$ cat config.mk
export PLATFORM = sky130hd
export DESIGN_NAME = page_table_walker_flat
export DESIGN_NICKNAME = d
export VERILOG_FILES = /design/src/rtl/mmu_pkg.sv /design/src/rtl/page_table_walker_if.sv /design/src/rtl/page_table_walker_sat_counter.sv /design/src/rtl/page_table_walker.sv /design/src/flat_wrapper.sv
export SDC_FILE = /design/constraint.sdc
export NUM_CORES = 1
export LEC_CHECK = 0
export ABC_AREA = 1
export ABC_CLOCK_PERIOD_IN_PS = 1900
export BUFFER_PORTS_ARGS = -buffer_cell sky130_fd_sc_hd__buf_2
export CORE_UTILIZATION = 50
export CTS_CLUSTER_DIAMETER = 40
export DETAILED_ROUTE_END_ITERATION = 12
export PLACE_DENSITY = 0.76
export SYNTH_ARGS = -nofsm -noshare
export SYNTH_HDL_FRONTEND = slang
export SYNTH_SLANG_ARGS = --single-unit
$ cat constraint.sdc
create_clock -name clk -period 1.9 [get_ports clk]
set_input_delay 0.095 -clock clk [delete_from_list [all_inputs] [get_ports clk]]
set_output_delay 0.095 -clock clk [all_outputs]
set_load 0.03 [all_outputs]
$ cat src/rtl/mmu_pkg.sv
// Shared types and constants for the MMU page-table walker.
package mmu_pkg;

  // Walk sequencer states.
  typedef enum logic [2:0] {
    ST_IDLE    = 3'd0,
    ST_L1_REQ  = 3'd1,
    ST_L1_WAIT = 3'd2,
    ST_L2_REQ  = 3'd3,
    ST_L2_WAIT = 3'd4,
    ST_RESP    = 3'd5
  } ptw_state_t;

  // Bit positions inside an in-memory PTE.
  localparam int PTE_R = 0;
  localparam int PTE_W = 1;
  localparam int PTE_V = 2;

  // 10/10/12 virtual address split.
  localparam int VPN1_HI = 31;
  localparam int VPN1_LO = 22;
  localparam int VPN0_HI = 21;
  localparam int VPN0_LO = 12;
  localparam int OFF_HI  = 11;
  localparam int OFF_LO  = 0;

  // Packs an in-memory leaf PTE into the TLB format {ppn, 10'b0, W, R}.
  function automatic logic [31:0] pte_to_tlb(input logic [31:0] mem_pte);
    return {mem_pte[31:12], 10'b0, mem_pte[PTE_W], mem_pte[PTE_R]};
  endfunction

  // A level-1 entry is usable only as a pointer: valid with no W/R bits.
  // Superpage leaves are not supported and are treated as faults.
  function automatic logic is_table_ptr(input logic [31:0] mem_pte);
    return mem_pte[PTE_V] & ~mem_pte[PTE_W] & ~mem_pte[PTE_R];
  endfunction

  // A level-2 entry must be a valid leaf with at least one permission bit.
  function automatic logic is_leaf(input logic [31:0] mem_pte);
    return mem_pte[PTE_V] & (mem_pte[PTE_W] | mem_pte[PTE_R]);
  endfunction

endpackage

$ cat src/rtl/page_table_walker_if.sv
// PTW request/response channel towards the TLB plus the memory read port.
// Handshakes: a transfer happens on a rising clk edge where valid and ready
// are both high; the sender holds valid and its payload stable until then.
// mem_resp_valid_i is a one-cycle pulse with no ready (always accepted).
interface page_table_walker_if;
  logic        ptw_req_valid_i;
  logic        ptw_req_ready_o;
  logic [31:0] ptw_vaddr_i;
  logic        ptw_resp_valid_o;
  logic        ptw_resp_ready_i;
  logic [31:0] ptw_pte_o;
  logic        ptw_fault_o;
  logic        mem_req_valid_o;
  logic        mem_req_ready_i;
  logic [31:0] mem_addr_o;
  logic        mem_resp_valid_i;
  logic [31:0] mem_rdata_i;

  // Walker side.
  modport slave (
    input  ptw_req_valid_i, ptw_vaddr_i, ptw_resp_ready_i,
           mem_req_ready_i, mem_resp_valid_i, mem_rdata_i,
    output ptw_req_ready_o, ptw_resp_valid_o, ptw_pte_o, ptw_fault_o,
           mem_req_valid_o, mem_addr_o
  );

  // TLB + memory side.
  modport master (
    output ptw_req_valid_i, ptw_vaddr_i, ptw_resp_ready_i,
           mem_req_ready_i, mem_resp_valid_i, mem_rdata_i,
    input  ptw_req_ready_o, ptw_resp_valid_o, ptw_pte_o, ptw_fault_o,
           mem_req_valid_o, mem_addr_o
  );
endinterface

$ cat src/rtl/page_table_walker_sat_counter.sv
// Saturating up-counter: holds at all-ones instead of wrapping.
module sat_counter #(
  parameter int CNT_WIDTH = 16
) (
  input  logic                 clk,
  input  logic                 rst,
  input  logic                 inc,
  output logic [CNT_WIDTH-1:0] count
);

  logic [CNT_WIDTH-1:0] count_q;

  // Count increments, stopping once every bit is set.
  always_ff @(posedge clk) begin
    if (rst) begin
      count_q <= '0;
    end else if (inc && (count_q != '1)) begin
      count_q <= count_q + CNT_WIDTH'(1);
    end
  end

  assign count = count_q;

endmodule

$ cat src/rtl/page_table_walker.sv
// Two-level page-table walker: accepts a TLB miss, reads the L1 and L2 PTEs
// one at a time over the memory port, and returns a packed PTE (0 = fault).
module page_table_walker
  import mmu_pkg::*;
#(
  parameter int CNT_WIDTH = 16
) (
  input  logic                 clk,
  input  logic                 rst,
  input  logic [19:0]          satp_ppn_i,
  page_table_walker_if.slave   bus,
  output logic [CNT_WIDTH-1:0] walk_cnt_o,
  output logic [CNT_WIDTH-1:0] fault_cnt_o,
  output ptw_state_t           state_o
);

  ptw_state_t  state_q, state_d;
  logic [9:0]  vpn0_q, vpn0_d;
  logic        req_ready_q, req_ready_d;
  logic        resp_valid_q, resp_valid_d;
  logic [31:0] pte_q, pte_d;
  logic        fault_q, fault_d;
  logic        mem_valid_q, mem_valid_d;
  logic [31:0] mem_addr_q, mem_addr_d;
  logic        resp_hs;

  // Page offset and PTE reserved bits are never looked at by the walker.
  logic unused_bits;
  assign unused_bits = ^{bus.ptw_vaddr_i[OFF_HI:OFF_LO], bus.mem_rdata_i[11:3]};

  // State and all registered outputs; reset leaves the walker idle and ready.
  always_ff @(posedge clk) begin
    if (rst) begin
      state_q      <= ST_IDLE;
      vpn0_q       <= '0;
      req_ready_q  <= 1'b1;
      resp_valid_q <= 1'b0;
      pte_q        <= '0;
      fault_q      <= 1'b0;
      mem_valid_q  <= 1'b0;
      mem_addr_q   <= '0;
    end else begin
      state_q      <= state_d;
      vpn0_q       <= vpn0_d;
      req_ready_q  <= req_ready_d;
      resp_valid_q <= resp_valid_d;
      pte_q        <= pte_d;
      fault_q      <= fault_d;
      mem_valid_q  <= mem_valid_d;
      mem_addr_q   <= mem_addr_d;
    end
  end

  // Walk sequencing: next state and next values of the registered outputs.
  always_comb begin
    state_d      = state_q;
    vpn0_d       = vpn0_q;
    req_ready_d  = req_ready_q;
    resp_valid_d = resp_valid_q;
    pte_d        = pte_q;
    fault_d      = fault_q;
    mem_valid_d  = mem_valid_q;
    mem_addr_d   = mem_addr_q;
    resp_hs      = 1'b0;

    unique case (state_q)
      ST_IDLE: begin
        if (bus.ptw_req_valid_i && req_ready_q) begin
          // satp is consumed here; only VPN0 must survive to the L2 read.
          vpn0_d      = bus.ptw_vaddr_i[VPN0_HI:VPN0_LO];
          mem_addr_d  = {satp_ppn_i, bus.ptw_vaddr_i[VPN1_HI:VPN1_LO], 2'b00};
          mem_valid_d = 1'b1;
          req_ready_d = 1'b0;
          state_d     = ST_L1_REQ;
        end
      end
      ST_L1_REQ: begin
        if (bus.mem_req_ready_i) begin
          mem_valid_d = 1'b0;
          state_d     = ST_L1_WAIT;
        end
      end
      ST_L1_WAIT: begin
        if (bus.mem_resp_valid_i) begin
          if (is_table_ptr(bus.mem_rdata_i)) begin
            mem_addr_d  = {bus.mem_rdata_i[31:12], vpn0_q, 2'b00};
            mem_valid_d = 1'b1;
            state_d     = ST_L2_REQ;
          end else begin
            pte_d        = '0;
            fault_d      = 1'b1;
            resp_valid_d = 1'b1;
            state_d      = ST_RESP;
          end
        end
      end
      ST_L2_REQ: begin
        if (bus.mem_req_ready_i) begin
          mem_valid_d = 1'b0;
          state_d     = ST_L2_WAIT;
        end
      end
      ST_L2_WAIT: begin
        if (bus.mem_resp_valid_i) begin
          resp_valid_d = 1'b1;
          state_d      = ST_RESP;
          if (is_leaf(bus.mem_rdata_i)) begin
            pte_d   = pte_to_tlb(bus.mem_rdata_i);
            fault_d = 1'b0;
          end else begin
            pte_d   = '0;
            fault_d = 1'b1;
          end
        end
      end
      ST_RESP: begin
        if (bus.ptw_resp_ready_i) begin
          resp_hs      = 1'b1;
          resp_valid_d = 1'b0;
          req_ready_d  = 1'b1;
          state_d      = ST_IDLE;
        end
      end
      default: begin
        state_d = ST_IDLE;
      end
    endcase
  end

  assign bus.ptw_req_ready_o  = req_ready_q;
  assign bus.ptw_resp_valid_o = resp_valid_q;
  assign bus.ptw_pte_o        = pte_q;
  assign bus.ptw_fault_o      = fault_q;
  assign bus.mem_req_valid_o  = mem_valid_q;
  assign bus.mem_addr_o       = mem_addr_q;
  assign state_o              = state_q;

  sat_counter #(.CNT_WIDTH(CNT_WIDTH)) u_walk_cnt (
    .clk   (clk),
    .rst   (rst),
    .inc   (resp_hs),
    .count (walk_cnt_o)
  );

  sat_counter #(.CNT_WIDTH(CNT_WIDTH)) u_fault_cnt (
    .clk   (clk),
    .rst   (rst),
    .inc   (resp_hs & fault_q),
    .count (fault_cnt_o)
  );

endmodule

$ cat src/flat_wrapper.sv
// flat-port wrapper written by rule: the top's interface ports become plain ports
module page_table_walker_flat import mmu_pkg::*;
#(
  parameter int CNT_WIDTH = 16
)
  (clk, rst, satp_ppn_i, walk_cnt_o, fault_cnt_o, state_o, bus_ptw_req_valid_i, bus_ptw_vaddr_i, bus_ptw_resp_ready_i, bus_mem_req_ready_i, bus_mem_resp_valid_i, bus_mem_rdata_i, bus_ptw_req_ready_o, bus_ptw_resp_valid_o, bus_ptw_pte_o, bus_ptw_fault_o, bus_mem_req_valid_o, bus_mem_addr_o);
  page_table_walker_if bus_i ();
  input  logic clk;
  input  logic rst;
  input  logic [19:0] satp_ppn_i;
  output logic [CNT_WIDTH-1:0] walk_cnt_o;
  output logic [CNT_WIDTH-1:0] fault_cnt_o;
  output ptw_state_t state_o;
  input wire logic [$bits(bus_i.ptw_req_valid_i)-1:0] bus_ptw_req_valid_i;
  input wire logic [$bits(bus_i.ptw_vaddr_i)-1:0] bus_ptw_vaddr_i;
  input wire logic [$bits(bus_i.ptw_resp_ready_i)-1:0] bus_ptw_resp_ready_i;
  input wire logic [$bits(bus_i.mem_req_ready_i)-1:0] bus_mem_req_ready_i;
  input wire logic [$bits(bus_i.mem_resp_valid_i)-1:0] bus_mem_resp_valid_i;
  input wire logic [$bits(bus_i.mem_rdata_i)-1:0] bus_mem_rdata_i;
  output wire logic [$bits(bus_i.ptw_req_ready_o)-1:0] bus_ptw_req_ready_o;
  output wire logic [$bits(bus_i.ptw_resp_valid_o)-1:0] bus_ptw_resp_valid_o;
  output wire logic [$bits(bus_i.ptw_pte_o)-1:0] bus_ptw_pte_o;
  output wire logic [$bits(bus_i.ptw_fault_o)-1:0] bus_ptw_fault_o;
  output wire logic [$bits(bus_i.mem_req_valid_o)-1:0] bus_mem_req_valid_o;
  output wire logic [$bits(bus_i.mem_addr_o)-1:0] bus_mem_addr_o;
  assign bus_i.ptw_req_valid_i = bus_ptw_req_valid_i;
  assign bus_i.ptw_vaddr_i = bus_ptw_vaddr_i;
  assign bus_i.ptw_resp_ready_i = bus_ptw_resp_ready_i;
  assign bus_i.mem_req_ready_i = bus_mem_req_ready_i;
  assign bus_i.mem_resp_valid_i = bus_mem_resp_valid_i;
  assign bus_i.mem_rdata_i = bus_mem_rdata_i;
  assign bus_ptw_req_ready_o = bus_i.ptw_req_ready_o;
  assign bus_ptw_resp_valid_o = bus_i.ptw_resp_valid_o;
  assign bus_ptw_pte_o = bus_i.ptw_pte_o;
  assign bus_ptw_fault_o = bus_i.ptw_fault_o;
  assign bus_mem_req_valid_o = bus_i.mem_req_valid_o;
  assign bus_mem_addr_o = bus_i.mem_addr_o;
  page_table_walker #(.CNT_WIDTH(CNT_WIDTH)) u_core (.clk(clk), .rst(rst), .satp_ppn_i(satp_ppn_i), .bus(bus_i), .walk_cnt_o(walk_cnt_o), .fault_cnt_o(fault_cnt_o), .state_o(state_o));
endmodule
==> results.py <==
metrics = {
    "routing": {
        "detail_route.vias_per_cell": 4.77,
        "num_vias": 5394,
        "post-route-drc-count": 0,
        "wl_per_cell_um": 11.5,
        "first_pass_iters": 4,
        "drtAntennaViolNets": 0,
        "drt-total-wl_mm": 13.0,
        "dr.first_iter.drc_count": 286,
    },
    "place": {
        "port_buffers": 159,
        "place_hpwl_mm": 9.38,
        "routabilityCongestion": 0.803,
    },
    "synthesis": {
        "ys_top_cells_by_area": "dfxtp_1 (37%), nand2_1 (16%), nor2_1 (9.1%)",
        "synth_compound_area_share_pct": 10.2,
        "yosys_warnings": 0,
        "synth.avg_cell_area_um2": 6.49,
        "synthFlopType": "dfxtp_1",
        "async_reset_ff_share_pct": 0,
        "synth-xor-area-share_pct": 2.09,
        "synth_edf_count": 0,
        "synthAdderAreaFrac_pct": 0.459,
        "synth.ff_latch_count": 101,
        "yosysSeqAreaShare_pct": 37.1,
        "synthSimpleGateAreaFrac_pct": 36.6,
        "syn_area_um2": 5450,
        "synth_area_leader_cell": "dfxtp_1",
        "syn_inst": 840,
        "synth_top_family_by_area": "simple AND/OR/NAND/NOR gates",
        "synth_top_cell_area_share_pct": 37.1,
        "yosys.cell_types.count": 33,
        "muxShareOfSynthArea_pct": 0,
    },
    "clocking": {
        "insertion_delay_ps": 370,
        "cts.sinks": 101,
        "cts_tree": "built",
        "root_buffer": "clkbuf_8",
        "h-tree-depth": 3,
        "ctsLongestPathBuffers": 2,
        "clk_pin_slew_ps": 100,
        "cts_buffers": 9,
        "cts_setup_buffers": 0,
    },
    "setup_path": {
        "cpPeakStageDelay_ps": 670,
        "end_kind": "register",
        "slowest_stage": "dfxtp_1",
        "critical_path.top_delay_family": "flip-flops",
        "worst-path-max-fanout": 22,
        "path_cells": "nor2_8, nand2_4, nand2_2, nand3_2, buf_4, nand2_1, a21oi_1",
        "arrival_ps": 2010,
        "path_buf_inv": 1,
        "start_kind": "register",
        "cp.required_ps": 2190,
        "crit_type": "register to register",
    },
    "die": {
        "die_w_um": 106,
        "die_area_um2": 11300,
        "start_util_pct": 52.1,
        "core_region_area_um2": 10500,
        "num_rows": 37,
        "ios": 193,
        "dieHeight_um": 106,
    },
    "sta": {
        "skew_ps": 11.9,
        "post-route-period-util_pct": 90.7,
        "grt_setup_unrepaired": "false",
        "setup_viol": 0,
        "tightest_slew_ps": 533,
        "maxSlewViolCount": 0,
        "fin_crit_ps": 1720,
        "timing.slew.headroom_pct": 64.4,
        "hold_viol_final": 0,
        "timing.setup.tns_ps": 0,
        "hold_slack_ps": 10.7,
        "fmax_mhz": 580,
    },
    "power": {
        "vdd_drop_max_uv": 708,
        "powerDensity_nw_per_um2": 1100,
        "leakagePower_nw": 3.23,
    },
    "global_routing": {
        "grt_pass1_wl_mm": 20.9,
        "antenna_found_initial": 0,
        "grt_usage_pct": 22.9,
        "grt_pass1_vias": 4556,
        "grt_max_degree": 61,
        "grt_overflow": 0,
    },
    "layout": {
        "mostFrequentLayoutCells": "nand2_1 (239), buf_2 (159), nor2_1 (132)",
        "nFillCells": 1062,
        "antenna_cells": 0,
        "post_route_cells_drive_above_1_share_pct": 22.0,
        "area_growth_pct": 19.1,
        "fin_nets": 1083,
        "final_common_cell": "nand2_1",
    },
    "outcome": {
        "status": "finished clean",
    },
    "min_path": {
        "hp-class": "input pin to register",
    },
    "flow_run": {
        "maxCapViolCount": 0,
    },
}
## report_power, final
part	switching (mW)	internal, mW	total, mW
logic	2.14	0.960	3.10
registers	0.208	2.48	2.69
clock network	0.813	0.509	1.32
## cell type report
class                   count  area, um^2  area share (%)
multi-input cells         597        2740            42.2
flip-flops and latches    101        2020            31.2
inverters                 102         390            6.02
repair buffers            180         980            15.1
clock inverters             7        63.8           0.984
clock buffers               9         124            1.91
well taps                 136         170            2.62
## synth_stat cells, types with 5 or more instances
library cell	count
nand2_1	239
nor2_1	132
dfxtp_1	101
inv_1	95
a21oi_1	58
o21ai_0	46
nand3_1	44
clkbuf_1	17
buf_4	16
nor3_1	15
nand4_1	11
buf_6	9
buf_2	8
xor2_1	8
nand2_2	5
xnor2_1	5
## state kept, by name, indices dropped and copies added (netlist names)
| signal | flops |
|---|---|
| u_core.bus.mem_req_valid_o | 1 |
| u_core.bus.ptw_req_ready_o | 1 |
| u_core.bus.mem_addr_o | 30 |
| u_core.bus.ptw_resp_valid_o | 1 |
| u_core.state_o | 3 |
| u_core.u_fault_cnt.count | 16 |
| u_core.u_walk_cnt.count | 16 |
| u_core.bus.ptw_fault_o | 1 |
| u_core.bus.ptw_pte_o | 22 |
| u_core.vpn0_q | 10 |
## worst register-to-register path, stage by stage, from the launching register on
cell and delay, ps:
dfxtp_1 670, nor2_8 80, nand2_4 180, nand2_2 110
nand3_2 110, buf_4 260, nand2_1 90, a21oi_1 150
## path summary, 6_finish.rpt
path	slack [ps]	depth (start not counted)	startpoint	to
worst max-delay path	180	7	u_core.state_o[1]$_SDFFE_PP0P_	u_core.bus.ptw_pte_o[29]$_SDFFE_PP0P_
worst min-delay path	10	3	bus_ptw_vaddr_i[17]	u_core.vpn0_q[5]$_SDFFE_PP0P_
worst max register to register	180	7	u_core.state_o[1]$_SDFFE_PP0P_	u_core.bus.ptw_pte_o[29]$_SDFFE_PP0P_
worst min register to register	450	2	u_core.vpn0_q[1]$_SDFFE_PP0P_	u_core.vpn0_q[1]$_SDFFE_PP0P_
## metal layers
layer | track usage, % | wire (um) | up-vias
li1 | - | - | 2881
met1 | 27.6 | 5830 | 2363
met2 | 41.5 | 6330 | 142
met3 | 4.60 | 790 | 8
met4 | 5.46 | 97 | 0
met5 | 0 | 0 | -
## per-stage QoR
stage               instances  setup slack [ps]  instance area, um^2  power, mW  utilization (%)
detailed placement       1112               118                 6250       5.85             59.7
CTS                      1132               101                 6480       7.19             61.9
floorplan                 851               209                 5490       5.35                -
finish                   1132               177                 6490       7.12             62.0
global placement         1112               121                 6250       5.81             59.7
global route             1132              12.7                 6490       7.68             62.0
## cell families (layout without fill, tap and decap cells)
kind of cell,after synthesis,in the layout
adders and majority gates,2,2
DFF,101,101
other,1,12
AOI/OAI and AO/OA,107,107
xor gates and xnor gates,13,13
buffers and inverters,153,298
and+or+nand+nor,463,463
## repair_timing
item	in CTS	in global routing
hold endpoints to repair	4	0
gates resized for setup	0	2
endpoints found under the setup margin	0	21
hold buffers	4	0
Power figures use the tool's default switching activity.
